### src/rtl/sdram_arb_pkg.sv
// sdram_arb_pkg: shared types for the SDRAM command-port arbiter.
// Contents: FSM state enumeration and the owner codes driven on the owner port.
// No ports; imported by sdram_port_arb.
package sdram_arb_pkg;

  typedef enum logic [1:0] {
    IDLE      = 2'd0,
    ISSUE     = 2'd1,
    WAIT_DONE = 2'd2,
    RELEASE   = 2'd3
  } arb_state_t;

  localparam logic [1:0] OWN_NONE = 2'd0;
  localparam logic [1:0] OWN_RD   = 2'd1;
  localparam logic [1:0] OWN_WR   = 2'd2;

endpackage

### src/rtl/arb_done_timer.sv
// arb_done_timer: saturating burst-completion watchdog counter.
// Ports: i_clr restarts the count at 0, i_en advances it by one per cycle,
//        o_expired is high while the count sits at TIMEOUT_CYC-1 (TIMEOUT_CYC >= 2).
module arb_done_timer #(
  parameter int TIMEOUT_CYC = 4096
) (
  input  logic clk,
  input  logic rst,
  input  logic i_clr,
  input  logic i_en,
  output logic o_expired
);

  localparam int              CNT_W   = $clog2(TIMEOUT_CYC);
  localparam logic [CNT_W-1:0] CNT_MAX = CNT_W'(TIMEOUT_CYC - 1);

  logic [CNT_W-1:0] r_cnt;

  // Holds at CNT_MAX instead of wrapping so a stuck burst stays expired.
  always_ff @(posedge clk or posedge rst) begin
    if (rst) begin
      r_cnt <= '0;
    end else if (i_clr) begin
      r_cnt <= '0;
    end else if (i_en && (r_cnt != CNT_MAX)) begin
      r_cnt <= r_cnt + 1'b1;
    end
  end

  assign o_expired = (r_cnt == CNT_MAX);

endmodule

### src/rtl/sdram_port_arb.sv
// sdram_port_arb: grants the single SDRAM command port to the TFT reader (rd_*)
// or the UART frame loader (wr_*), issues the registered burst command
// (sd_cmd_*) and tracks it to sd_done or timeout (err). owner reports the holder.
// Build option: define ARB_STARVE_GUARD_EN to let a waiting write win after
// STARVE_MAX consecutive read grants; otherwise reads have strict priority.
module sdram_port_arb
  import sdram_arb_pkg::*;
#(
  parameter int ADDR_W      = 22,
  parameter int LEN_W       = 9,
  parameter int TIMEOUT_CYC = 4096,
  parameter int STARVE_MAX  = 4
) (
  input  logic              clk,
  input  logic              rst,
  input  logic              rd_req,
  input  logic [ADDR_W-1:0] rd_addr,
  input  logic [LEN_W-1:0]  rd_len,
  output logic              rd_gnt,
  output logic              rd_done,
  input  logic              wr_req,
  input  logic [ADDR_W-1:0] wr_addr,
  input  logic [LEN_W-1:0]  wr_len,
  output logic              wr_gnt,
  output logic              wr_done,
  output logic              sd_cmd_valid,
  input  logic              sd_cmd_ready,
  output logic              sd_cmd_wr,
  output logic [ADDR_W-1:0] sd_cmd_addr,
  output logic [LEN_W-1:0]  sd_cmd_len,
  input  logic              sd_done,
  output logic [1:0]        owner,
  output logic              err
);

  arb_state_t        r_state, w_state_nxt;
  logic              r_cmd_wr, w_cmd_wr_nxt;
  logic [ADDR_W-1:0] r_cmd_addr, w_cmd_addr_nxt;
  logic [LEN_W-1:0]  r_cmd_len, w_cmd_len_nxt;
  logic [1:0]        r_owner, w_owner_nxt;
  logic              r_rd_gnt, w_rd_gnt_nxt;
  logic              r_wr_gnt, w_wr_gnt_nxt;
  logic              r_rd_done, w_rd_done_nxt;
  logic              r_wr_done, w_wr_done_nxt;
  logic              r_err, w_err_nxt;
  logic              w_accept;
  logic              w_expired;
  logic              w_force_wr;

  assign w_accept = (r_state == ISSUE) && sd_cmd_ready;

  // Timer restarts on command accept, so time spent waiting in ISSUE is not charged.
  arb_done_timer #(
    .TIMEOUT_CYC (TIMEOUT_CYC)
  ) u_timer (
    .clk       (clk),
    .rst       (rst),
    .i_clr     (w_accept),
    .i_en      (r_state == WAIT_DONE),
    .o_expired (w_expired)
  );

`ifdef ARB_STARVE_GUARD_EN
  localparam int SC_W = $clog2(STARVE_MAX + 1);

  logic [SC_W-1:0] r_starve_cnt;

  // Counts reads that jumped a pending write; never exceeds STARVE_MAX because
  // reaching it forces the next contested grant to the write, which clears it.
  always_ff @(posedge clk or posedge rst) begin
    if (rst) begin
      r_starve_cnt <= '0;
    end else if (w_wr_gnt_nxt) begin
      r_starve_cnt <= '0;
    end else if ((r_state == IDLE) && !wr_req) begin
      r_starve_cnt <= '0;
    end else if (w_rd_gnt_nxt && wr_req) begin
      r_starve_cnt <= r_starve_cnt + 1'b1;
    end
  end

  assign w_force_wr = (r_starve_cnt == SC_W'(STARVE_MAX));
`else
  logic w_unused_starve;
  assign w_unused_starve = |STARVE_MAX;
  assign w_force_wr      = 1'b0;
`endif

  always_ff @(posedge clk or posedge rst) begin
    if (rst) begin
      r_state    <= IDLE;
      r_cmd_wr   <= 1'b0;
      r_cmd_addr <= '0;
      r_cmd_len  <= '0;
      r_owner    <= OWN_NONE;
      r_rd_gnt   <= 1'b0;
      r_wr_gnt   <= 1'b0;
      r_rd_done  <= 1'b0;
      r_wr_done  <= 1'b0;
      r_err      <= 1'b0;
    end else begin
      r_state    <= w_state_nxt;
      r_cmd_wr   <= w_cmd_wr_nxt;
      r_cmd_addr <= w_cmd_addr_nxt;
      r_cmd_len  <= w_cmd_len_nxt;
      r_owner    <= w_owner_nxt;
      r_rd_gnt   <= w_rd_gnt_nxt;
      r_wr_gnt   <= w_wr_gnt_nxt;
      r_rd_done  <= w_rd_done_nxt;
      r_wr_done  <= w_wr_done_nxt;
      r_err      <= w_err_nxt;
    end
  end

  always_comb begin
    w_state_nxt    = r_state;
    w_cmd_wr_nxt   = r_cmd_wr;
    w_cmd_addr_nxt = r_cmd_addr;
    w_cmd_len_nxt  = r_cmd_len;
    w_owner_nxt    = r_owner;
    w_rd_gnt_nxt   = 1'b0;
    w_wr_gnt_nxt   = 1'b0;
    w_rd_done_nxt  = 1'b0;
    w_wr_done_nxt  = 1'b0;
    w_err_nxt      = 1'b0;
    case (r_state)
      IDLE: begin
        if (rd_req && !(wr_req && w_force_wr)) begin
          w_cmd_wr_nxt   = 1'b0;
          w_cmd_addr_nxt = rd_addr;
          w_cmd_len_nxt  = rd_len;
          w_owner_nxt    = OWN_RD;
          w_rd_gnt_nxt   = 1'b1;
          w_state_nxt    = ISSUE;
        end else if (wr_req) begin
          w_cmd_wr_nxt   = 1'b1;
          w_cmd_addr_nxt = wr_addr;
          w_cmd_len_nxt  = wr_len;
          w_owner_nxt    = OWN_WR;
          w_wr_gnt_nxt   = 1'b1;
          w_state_nxt    = ISSUE;
        end
      end
      ISSUE: begin
        if (sd_cmd_ready) begin
          w_state_nxt = WAIT_DONE;
        end
      end
      WAIT_DONE: begin
        // A real sd_done wins over an expiry in the same cycle.
        if (sd_done || w_expired) begin
          w_rd_done_nxt = (r_owner == OWN_RD);
          w_wr_done_nxt = (r_owner == OWN_WR);
          w_err_nxt     = !sd_done;
          w_owner_nxt   = OWN_NONE;
          w_state_nxt   = RELEASE;
        end
      end
      RELEASE: begin
        w_state_nxt = IDLE;
      end
      default: begin
        w_state_nxt = IDLE;
      end
    endcase
  end

  assign sd_cmd_valid = (r_state == ISSUE);
  assign sd_cmd_wr    = r_cmd_wr;
  assign sd_cmd_addr  = r_cmd_addr;
  assign sd_cmd_len   = r_cmd_len;
  assign owner        = r_owner;
  assign rd_gnt       = r_rd_gnt;
  assign wr_gnt       = r_wr_gnt;
  assign rd_done      = r_rd_done;
  assign wr_done      = r_wr_done;
  assign err          = r_err;

endmodule

### config.mk
export PLATFORM = sky130hd
export DESIGN_NAME = sdram_port_arb
export DESIGN_NICKNAME = d
export VERILOG_FILES = /design/src/rtl/sdram_arb_pkg.sv /design/src/rtl/arb_done_timer.sv /design/src/rtl/sdram_port_arb.sv
export SDC_FILE = /design/constraint.sdc
export NUM_CORES = 1
export LEC_CHECK = 0
export ABC_AREA = 1
export CAP_MARGIN = 20
export CORE_ASPECT_RATIO = 0.9
export CORE_MARGIN = 10
export CORE_UTILIZATION = 39
export DETAILED_ROUTE_END_ITERATION = 12
export GPL_ROUTABILITY_DRIVEN = 0
export GPL_TIMING_DRIVEN = 0
export PLACE_DENSITY = 0.74
export RECOVER_POWER = 50
export SLEW_MARGIN = 20
export SYNTH_ARGS = -nofsm -noshare
export SYNTH_HDL_FRONTEND = slang
export SYNTH_SLANG_ARGS = --single-unit
### constraint.sdc
create_clock -name clk -period 1.59 [get_ports clk]
set_clock_uncertainty 0.05 [all_clocks]
set_input_delay 0.318 -clock clk [delete_from_list [all_inputs] [get_ports clk]]
set_output_delay 0.318 -clock clk [all_outputs]
set_load 0.01 [all_outputs]
==> results.cfg, run 1 <==
[final_layout]
final_layout_size_suffix_gt1_share_pct = 14.3
mostFrequentLayoutCell = nand2_1
seqCellArea_um2 = 1330
finalNonFillerCells = 551
nets = 532
final_cell_mix = 112 x nand2_1, 69 x clkdlybuf4s50_1, 52 x dfrtp_1
areaGrowthSynthToFinish_pct = 58.7
post-route-util_pct = 63.4
diodes = 0
fillers = 595
multiInputGateArea_um2 = 1230

[synth]
syn-num-nets = 404
yosys_warnings = 0
avgSynthCellArea_um2 = 7.88
synth.yosys.seq_area_share_pct = 50.7
ys_types = 23
syn_area_um2 = 2620
syn_inst = 332
ys_seq_elements = 53

[routing]
drc = 0
drt_iter0_drc = 89
routed_wl_um = 8020
drtAntennaViolNets = 0
avgRoutedWirePerCell_um = 14.5
drtPass1Iterations = 4
via_per_inst = 4.79
num_vias = 2639

[worst_hold_path]
hold_class = in2reg

[grt]
antenna_found_initial = 0
grt_pass1_vias = 2614
grt_first_pass_wirelength_um = 12500
grt_max_degree = 28
grt.total_usage_pct = 14.4
grt-ovfl-total = 0

[power_and_ir_drop]
power_density_nw_per_um2 = 1520
power_uw = 6310
leakage_uw = 0.00197
ir_drop_mv = 0.612

[clocking]
clkTransAtPathRegs_ps = 100
numCtsBuffers = 5
cts-root-buf = clkbuf_8
cts_tree = built
cts_buffer_depth = 2
htree_num_levels = 2
clock_sinks = 53
clk_latency_ps = 290

[timing]
max_slew_margin_pct = 57.4
rsz0062_at_grt = true
worstMarginPinSlew_ps = 637
maxSlewViolCount = 0
tns_ps = 0
fmax_mhz = 630
fin_crit_ps = 1590
hold_violations = 0
min_period_over_period_pct = 99.8
setup_viol = 0

[floorplan]
die_h_um = 97.7
die_w_um = 106
num_rows = 28
die-area_um2 = 10400
ioPinCount = 108
start_util_pct = 39.9
core_area_um2 = 6550

[worst_setup_path]
critPathArrivalTime_ps = 1220
path_cells = inv_2, ha_2, clkdlybuf4s15_2
cp-end-kind = output port
required_ps = 1220
slowest_stage = dfrtp_1
worst_setup_path_start_kind = flop
critPathMaxFanout = 3
critical_path.max_stage_delay_ps = 400
critPathKind = reg2out
crit_family = flip-flops
path_buf_inv = 2

[flow_run]
max_cap_violations = 0

[placement]
port_buffers = 106
placed_cells = 529
dpl.hpwl_um = 5960

[status]
outcome = complete, no violations
## cells by family after synthesis
logic type / count (synthesis) / share of synthesized area, %
fa+ha+maj: 4 / 1.91
xor+xnor: 4 / 1.34
compound gates: 37 / 8.80
flops: 53 / 50.7
buf+inv: 36 / 5.83
simple gates: 198 / 31.4
## sequential cells by signal, summed over array words and instances (netlist names), 2 cells and up
register       count
owner              2
r_state            2
sd_cmd_addr       22
sd_cmd_len         9
u_timer.r_cnt     12
## timing repair
| action | 4_1_cts | 5_1_grt |
|---|---|---|
| pin swaps | 0 | 7 |
| endpoints found under the setup margin | 65 | 61 |
| resized for setup | 27 | 63 |
| buffers inserted | 2 | 8 |
| gates cloned | 0 | 4 |
| hold buffers | 0 | 0 |
## through the flow
stage               cell area [um^2]  hold slack [ps]  setup slack, ps
floorplan                       2620              329             99.2
global placement                3790              440             -209
detailed placement              3810              443             -262
CTS                             3900              283            -87.8
global route                    4150              308            -63.3
finish                          4150              311             2.73
## worst register-to-register path: stages, from the launching register on
cell and delay [ps]:
dfrtp_1 410, inv_2 70, ha_4 190, nand2_4 70, inv_4 40, nor2_4 140
clkinvlp_4 170, buf_6 170, nor2_2 100, a31oi_1 50
## power by group
part | internal, uW | switching (uW) | total (uW)
combinational | 1610 | 1740 | 3350
sequential | 1890 | 335 | 2220
clock | 313 | 429 | 742
total | 3810 | 2500 | 6310
## path summary, 6_finish.rpt
| kind | startpoint | endpoint | slack, ps | depth (start not counted) |
|---|---|---|---|---|
| max in group asynchronous | rst | wr_done$_DFF_PP0_ | 430 | 3 |
| min in group asynchronous | rst | sd_cmd_addr[15]$_DFFE_PP0P_ | 520 | 2 |
| min reg2reg | owner[1]$_DFFE_PP0P_ | rd_done$_DFF_PP0_ | 460 | 1 |
| min | rd_req | sd_cmd_addr[19]$_DFFE_PP0P_ | 310 | 3 |
| max reg2reg | r_state[0]$_DFFE_PP0P_ | sd_cmd_len[3]$_DFFE_PP0P_ | 20 | 9 |
| max | r_state[1]$_DFFE_PP0P_ | sd_cmd_valid | 3 | 3 |
## per-layer routing
layer	track usage, %	share of wire [%]	vias up
li1	-	-	1333
met1	17.2	43	1210
met2	24.2	48	94
met3	5.37	8.5	2
met4	3.12	0.61	0
met5	0	0	-
## synthesized netlist by cell type (all sizes together)
cell type / n / area share [%]
a31oi: 31 / 7.4
ha: 4 / 1.9
clkbuf: 6 / 0.86
nand2: 116 / 17
a21oi: 1 / 0.19
buf: 10 / 2.1
nor3: 3 / 0.57
dfrtp: 53 / 51
or2: 3 / 0.72
inv: 20 / 2.9
o21ai: 4 / 0.91
xor2: 4 / 1.3
nand4: 11 / 2.6
a21o: 1 / 0.29
nor2: 51 / 7.4
nand3: 14 / 2.9
## layout make-up
class / count / area share, %
repair buffers: 120 / 28.8
well taps: 90 / 2.71
clock inverters: 1 / 0.181
plain buffers: 16 / 2.59
inverters: 20 / 2.02
multi-input cells: 243 / 29.7
repair inverters: 1 / 0.181
clock buffers: 7 / 1.84
flip-flops and latches: 53 / 32.0
Note: power is estimated with default switching activity, not from simulation.
==> run 2: changes to the inputs <==
--- a/config.mk
+++ b/config.mk
@@ -6,6 +6,7 @@
 export NUM_CORES = 1
 export LEC_CHECK = 0
 export ABC_AREA = 1
+export ABC_CLOCK_PERIOD_IN_PS = 1590
 export CAP_MARGIN = 20
 export CORE_ASPECT_RATIO = 0.9
 export CORE_MARGIN = 10
@@ -15,7 +16,7 @@
 export GPL_TIMING_DRIVEN = 0
 export PLACE_DENSITY = 0.74
 export RECOVER_POWER = 50
-export SLEW_MARGIN = 20
+export SLEW_MARGIN = 10
 export SYNTH_ARGS = -nofsm -noshare
 export SYNTH_HDL_FRONTEND = slang
 export SYNTH_SLANG_ARGS = --single-unit
==> results.cfg, run 2 (synthesized netlist as in run 1, its figures left out) <==
[routing]
met3_length_um = 763
drtAntennaViolNets = 0
drt_iter0_drc = 94
avgRoutedWirePerCell_um = 14.6
drtPass1Iterations = 4
drc = 0
via_per_inst = 4.86
wl_met2_um = 3810
routed_wl_um = 7920
m1WireLength_um = 3260
highest_layer = met4
num_vias = 2638

[power_and_ir_drop]
leakage_uw = 0.00190
power_density_nw_per_um2 = 1520
p_int_uw = 3720
p_sw_uw = 2480
p_sw_share_pct = 40.0
pwr-share-comb_pct = 52.7
ir_drop_mv = 0.704
power_frac_seq_pct = 35.8
power_uw = 6200
clkPwrFrac_pct = 11.6

[timing]
worstMarginPinSlew_ps = 854
tns_ps = -107
max_slew_margin_pct = 42.8
maxSlewViolCount = 0
rsz0062_at_grt = true
layout_setup_ws_ps = -21.1
setup_viol = 13
fin_crit_ps = 1610
fmax_mhz = 621
min_period_over_period_pct = 101
hold_violations = 0

[floorplan]
die-area_um2 = 10400
ioPinCount = 108
num_rows = 28
core_area_um2 = 6550
start_util_pct = 39.9
die_w_um = 106
die_h_um = 97.7

[final_layout]
post-route-util_pct = 62.3
mostFrequentLayoutCell = nand2_1
final_cell_mix = 112 x nand2_1, 68 x clkdlybuf4s50_1, 51 x dfrtp_1
seqCellArea_um2 = 1330
final_layout_size_suffix_gt1_share_pct = 13.2
design_area_um2 = 4080
areaGrowthSynthToFinish_pct = 56.0
nets = 526
multiInputGateArea_um2 = 1260
largest_reg_flops = 22
fillers = 617
diodes = 0

[worst_hold_path]
min_from = rd_req
hold_class = in2reg

[grt]
grt.total_usage_pct = 14.7
grt_first_pass_wirelength_um = 12600
grt_pass1_vias = 2590
antenna_found_initial = 0
grt_max_degree = 36
grt-ovfl-total = 0

[worst_setup_path]
critPathMaxFanout = 10
required_ps = 1770
critPathArrivalTime_ps = 1790
cp-end-kind = flop
crit_start = r_state[0]$_DFFE_PP0P_
worst_setup_path_start_kind = flop
critPathKind = reg2reg
worstReg2RegStart = r_state[0]$_DFFE_PP0P_

[clocking]
cts_buffer_depth = 2
clk_latency_ps = 310
clkTransAtPathRegs_ps = 100
htree_num_levels = 2
cts-root-buf = clkbuf_8
numCtsBuffers = 5
clock_sinks = 53
cts_tree = built

[flow_run]
max_cap_violations = 0

[status]
violations = setup timing
outcome = finished with violations

[placement]
dpl.hpwl_um = 5930
pre_cts_slack_ps = -258
postPlaceCellArea_um2 = 3810
port_buffers = 106
==> run 2: cell types whose count changed in the layout (fill, tap and decap cells not counted), moves of 3 or more <==
cell            before  now
nor2_1              39   45
dlygate4sd2_1       20   28
buf_4               12    7
clkbuf_4             3    0
dlymetal6s2s_1      15    8
nor2_2               9    4
a31oi_2              2    6
buf_6                5    8
a31oi_1             29   24
==> run 2: worst max-delay path: stages (launching register included) <==
cell,delay [ps]
dfrtp_1,440
inv_2,80
ha_4,180
nand2_2,90
inv_2,60
nor2_4,140
clkinvlp_4,170
buf_6,180
a31oi_1,140
==> run 2: metrics by stage <==
stage / hold slack [ps] / std cells
2_1_floorplan: 329 / 332
3_3_place_gp: 440 / 528
3_5_place_dp: 440 / 529
4_1_cts: 274 / 536
5_1_grt: 291 / 543
6_report: 286 / 543
==> run 2: routing by layer <==
metal	global-route usage (%)	up-vias
li1	-	1322
met1	17.7	1210
met2	23.4	98
met3	6.43	8
met4	4.37	0
met5	0	-
==> run 2: final timing paths <==
kind,cells past startpoint,endpoint,slack [ps]
worst min register to register,1,rd_done$_DFF_PP0_,460
worst max-delay path,8,sd_cmd_len[6]$_DFFE_PP0P_,-20
worst max register to register,8,sd_cmd_len[6]$_DFFE_PP0P_,-20
worst min-delay path,3,sd_cmd_addr[19]$_DFFE_PP0P_,290
max in group asynchronous,3,u_timer.r_cnt[0]$_DFFE_PP0P_,190
min in group asynchronous,2,sd_cmd_addr[15]$_DFFE_PP0P_,530
==> run 2: area by class of cell <==
type,instances,area share (%)
Timing Repair Buffer,114,27.2
Tap cell,90,2.76
Clock buffer,5,1.69
Timing Repair inverter,1,0.184
Multi-Input combinational cell,243,30.9
Clock inverter,1,0.123
Inverter,20,1.87
Sequential cell,53,32.6
Buffer,16,2.76
==> run 2: timing repair <==
action	4_1_cts	5_1_grt
endpoints found under the setup margin	73	54
pin swaps	0	1
hold buffers	0	0
gates cloned	0	2
setup buffers	1	5
resized for setup	45	39
==> run 2: power by group through the flow <==
stage          logic [uW]  clock network (uW)  registers, uW
2_1_floorplan        1350                   0           2410
3_3_place_gp         3000                   0           2200
3_5_place_dp         3080                   0           2230
4_1_cts              2970                 745           2190
5_1_grt              3600                 785           2290
6_report             3260                 718           2210
==> variant 1, RTL diff (flow settings as in run 2) <==
Change the parameter `ADDR_W` from 22 to 26.
--- a/src/rtl/sdram_port_arb.sv
+++ b/src/rtl/sdram_port_arb.sv
@@ -6,7 +6,7 @@
 module sdram_port_arb
   import sdram_arb_pkg::*;
 #(
-  parameter int ADDR_W      = 22,
+  parameter int ADDR_W      = 26,
   parameter int LEN_W       = 9,
   parameter int TIMEOUT_CYC = 4096,
   parameter int STARVE_MAX  = 4
Ports: changed (resized rd_addr, sd_cmd_addr and wr_addr); port bits go from 108 to 120. No check against the original RTL was run, so the function may have changed too.
==> variant 1 against run 2 <==
The run still ends with setup timing left. Largest cell class is now multi-input gates. Core utilization grew 9.7 points. Sequential power rose by 12%. Synthesized area rose by 6.7%. Sequential share of layout area shrank 4.2 points. Largest power group unchanged. Routed wire length grew 30%. Global-route usage up 1.1 points. Worst setup slack got worse by 0.018 ns. Sequential cell count is 4 higher. Power increased by 41%. Final area grew 24%. Fmax down 1.1%.
==> variant 1: results (changes against run 2) <==
INFO  metric run_status = finished with violations
INFO  metric violations = setup timing
INFO  metric non_clock_buffer_count = 155 (+19%)
INFO  metric syn_nets = 430 (+6.4%)
INFO  metric drt_iter0_markers = 141 (+50%)
INFO  metric finalSetupViolations = 28 (+15)
INFO  metric buffer_ports.inserted = 119 (+12%)
INFO  metric final.clkbuf_count = 12 (+7)
INFO  metric timing.slew.headroom = 0.567 (+0.140)
INFO  metric placed_instance_count = 563 (+6.4%)
INFO  metric placedInstanceArea = 4120 um^2 (+8.1%)
INFO  metric clock_cell_area_share = 0.0410 (+0.0229)
INFO  metric num-multi-input-gates = 257 (+5.8%)
INFO  metric grt_first_pass_wirelength = 13900 um (+11%)
INFO  metric cts.sink_count = 57 (+7.5%)
INFO  metric vias_per_cell = 5.06 (+4.1%)
INFO  metric cp.arrival = 1.84 ns (+0.05 ns)
INFO  metric max_stage_delay = 0.38 ns (-0.06 ns)
INFO  metric dp_slack = -0.331 ns (-0.0734 ns)
INFO  metric synthTopCellsByCount = 121 x nand2_1, 57 x dfrtp_1, 53 x nor2_1, 35 x a31oi_1, 17 x inv_1
INFO  metric htree_levels = 3 (+1)
INFO  metric synth.lib_cells_used.distinct = 26 (+13%)
INFO  metric fin_worst_setup_slack = -0.0389 ns (-0.0178 ns)
INFO  metric min-delay-path-class = flop to flop
INFO  metric final_cells = 599 (+10%)
INFO  metric wl_per_cell = 17.2 um (+18%)
INFO  metric wirelength_met1 = 4050 um (+24%)
INFO  metric largest_register_ffs = 26 (+18%)
INFO  metric crit-reg2reg-capture = sd_cmd_addr[15]
INFO  metric synth-seq-area-share = 0.511 (+0.00382)
INFO  metric layout.filler_cells = 490 (-21%)
INFO  metric final_layout_size_suffix_gt1_frac = 0.235 (+0.103)
INFO  metric power.ir.vdd_worst = 1140 uV (+61%)
INFO  metric synth.top_cells.by_area = dfrtp_1 51%, nand2_1 16%, a31oi_1 7.8%, nor2_1 7.1%, nand4_1 2.5%
[variant 1: changes by cell type in the layout (fill, tap and decap cells not counted), sizes merged]
cell | run 2 | this run
clkdlybuf4s50 | 68 | 76
clkinvlp | 2 | 4
bufinv | 0 | 1
buf | 19 | 28
inv | 19 | 17
clkbuf | 11 | 21
dlymetal6s2s | 8 | 3
nand2 | 116 | 123
nor2 | 51 | 54
a31oi | 31 | 35
clkinv | 1 | 3
dlygate4sd2 | 28 | 38
dfrtp | 53 | 57
[variant 1: per-layer routing]
layer / vias to the layer above / global-route usage
met5: - / 0
met4: 0 / 0.0740
met3: 17 / 0.0429
met2: 106 / 0.260
met1: 1457 / 0.187
li1: 1450 / -
[variant 1: logic make-up after synthesis]
group           after synthesis  synth area share
flops                        57             0.511
simple gates                208             0.308
fa+ha+maj                     4            0.0179
buf+inv                      36            0.0591
xor+xnor                      4            0.0125
compound gates               41            0.0918
==> variant 2, RTL diff (settings of run 2) <==
Made on the original files. Take the reset off `r_cmd_addr` and load it in a clocked block of its own.
--- a/src/rtl/sdram_port_arb.sv
+++ b/src/rtl/sdram_port_arb.sv
@@ -90,7 +90,6 @@
     if (rst) begin
       r_state    <= IDLE;
       r_cmd_wr   <= 1'b0;
-      r_cmd_addr <= '0;
       r_cmd_len  <= '0;
       r_owner    <= OWN_NONE;
       r_rd_gnt   <= 1'b0;
@@ -101,7 +100,6 @@
     end else begin
       r_state    <= w_state_nxt;
       r_cmd_wr   <= w_cmd_wr_nxt;
-      r_cmd_addr <= w_cmd_addr_nxt;
       r_cmd_len  <= w_cmd_len_nxt;
       r_owner    <= w_owner_nxt;
       r_rd_gnt   <= w_rd_gnt_nxt;
@@ -110,6 +108,10 @@
       r_wr_done  <= w_wr_done_nxt;
       r_err      <= w_err_nxt;
     end
+  end
+
+  always_ff @(posedge clk) begin
+    r_cmd_addr <= w_cmd_addr_nxt;
   end
 
   always_comb begin
Check against the original RTL: not equivalent (Yosys sat finds a counterexample within 4 cycles, from zero or initial values and one cycle with rst high).
==> variant 2 against run 2 <==
Synthesized cell count decreased by 7.8%. Via count down 8.2%. Power down 11%. Routed wire length is 3.6% lower. Highest routed layer unchanged. Critical endpoint is now sd_cmd_addr[0]. Synthesized area shrank 2.5%. Sequential cell count stayed put. Worst setup slack better by 0.058 ns. Final area down 2.1%. Critical path type is now flop to primary output.
==> variant 2: results (changes against run 2) <==
INFO  metric timing.critical_path.fanout_max = 1 (-9)
INFO  metric grt_antenna_before_repair = 0 (unchanged)
INFO  metric cellLeakagePower = 1.87 nW (-1.6%)
INFO  metric grt_use_total = 0.144 (-0.00367)
INFO  metric grt_first_pass_wirelength = 12100 um (-3.9%)
INFO  metric syn_nets = 378 (-6.4%)
INFO  metric max_stage_delay = 0.55 ns (+0.11 ns)
INFO  metric total_switching_power = 0.00196 W (-21%)
INFO  metric power.ir.vdd_worst = 539 uV (-23%)
INFO  metric cp.arrival = 1.19 ns (-0.60 ns)
INFO  metric vias_per_cell = 4.72 (-2.8%)
INFO  metric dpl.hpwl = 5890 um (-0.64%)
INFO  metric largest_register_ffs = 22 (unchanged)
INFO  metric cts-root-to-sink-buffers = 2 (unchanged)
INFO  metric critical_path.slowest_cell = clkdlybuf4s50_1
INFO  metric clkTransAtPathRegs = 0.10 ns (about the same)
INFO  metric synth.top_cells.by_area = dfrtp_1 30%, edfxtp_1 26%, nand2_1 21%, nor2_1 4.1%, inv_1 2.6%
INFO  metric layout.filler_cells = 515 (-17%)
INFO  metric run_status = finished clean
INFO  metric final_net_count = 497 (-5.5%)
INFO  metric synthTopCellsByCount = 141 x nand2_1, 31 x dfrtp_1, 28 x nor2_1, 22 x edfxtp_1, 18 x inv_1
INFO  metric tritoncts.num_buffers = 5 (unchanged)
INFO  metric synth-seq-area-share = 0.563 (+0.0564)
INFO  metric synth.lib_cells_used.distinct = 25 (+8.7%)
INFO  metric synthArstFlopShare = 0.585 (-0.415)
INFO  metric final_layout_size_suffix_gt1_frac = 0.0869 (-0.0456)
INFO  metric number_of_global_route_vias_before_repair = 2274 (-12%)
INFO  metric length_of_the_first_detailed_routing_pass_in_iterations = 4 (unchanged)
INFO  metric min-delay-path-class = input pin to flop
INFO  metric grt_start_max_net_pins = 21 (-42%)
INFO  metric worst_skew_pair.late_latency = 0.30 ns
INFO  metric cts.root.buffer_cell = clkbuf_8
INFO  metric wl_per_cell = 14.9 um (+2.1%)
INFO  metric timing.slew.headroom = 0.670 (+0.242)
INFO  metric synth.yosys.warnings = 0 (unchanged)
INFO  metric synth-edff-count = 22 (+22)
INFO  metric drt_iter0_markers = 127 (+35%)
==> variant 2: cell count changes after synthesis, moves of 2 or more <==
cell             run 2  this run
a31oi_1             31         9
buf_2                8         2
dfrtp_1             53        31
edfxtp_1             0        22
nand2_1            114       141
nand2_2              0         2
nand3_1             13        11
nor2_1              50        28
o21ai_1              0         2
==> variant 2: cell type report <==
type / instances / area share
inverters: 22 / 0.0226
clock buffers: 7 / 0.0269
clock inverters: 1 / 0.00188
repair buffers: 112 / 0.288
well taps: 87 / 0.0273
flip-flops and latches: 53 / 0.360
multi-input cells: 222 / 0.261
plain buffers: 9 / 0.0132
==> variant 2: path summary, 6_finish.rpt <==
| check | start | endpoint | slack (ns) | depth (start not counted) |
|---|---|---|---|---|
| setup / recovery | sd_cmd_addr[0] | sd_cmd_addr[0] | 0.04 | 1 |
| max in group asynchronous | rst | sd_cmd_len[1] | 0.24 | 3 |
| min in group asynchronous | rst | sd_cmd_len[0] | 0.40 | 2 |
| hold reg to reg | owner[1] | rd_done | 0.45 | 1 |
| hold / removal | rd_req | rd_gnt | 0.30 | 3 |
| setup reg to reg | r_state[0] | sd_cmd_addr[17] | 0.04 | 7 |
==> variant 2: logic make-up after synthesis <==
group,Yosys count,share of synthesized area
fa+ha+maj,4,0.0196
compound gates,15,0.0339
xor+xnor,3,0.0103
buf+inv,31,0.0515
simple gates,200,0.321
flops,53,0.563
==> variant 2: timing repair <==
action	in CTS	in global routing
resized for setup	25	22
setup buffers	2	1
gates cloned	1	1
setup endpoints to repair	46	42
==> variant 2: per-layer routing <==
metal	vias up	wire length, um	part of all wire	GRT usage
li1	1214	-	-	-
met3	17	537	0.070	0.0397
met2	87	4020	0.53	0.257
met4	0	196	0.026	0.0556
met1	1105	2880	0.38	0.156
met5	-	0	0	0
==> variant 2: stage by stage <==
stage	power [W]	instances	setup WS, ns	hold slack (ns)	area, um^2
detailed placement	0.00443	500	-0.276	0.435	3750
global route	0.00588	513	-0.0322	0.310	3990
CTS	0.00544	511	-0.0139	0.278	3920
floorplan	0.00323	306	0.0491	0.339	2550
global placement	0.00436	499	-0.269	0.430	3720
finish	0.00553	513	0.0369	0.300	3990
==> variant 2: power by group through the flow <==
stage | clock [W] | combinational (W) | sequential (W)
after CTS | 0.000916 | 0.00240 | 0.00212
final | 0.000895 | 0.00250 | 0.00213
after floorplan | 0 | 0.000918 | 0.00231
after detailed placement | 0 | 0.00227 | 0.00216
after global placement | 0 | 0.00223 | 0.00213
after global routing | 0.000960 | 0.00274 | 0.00218
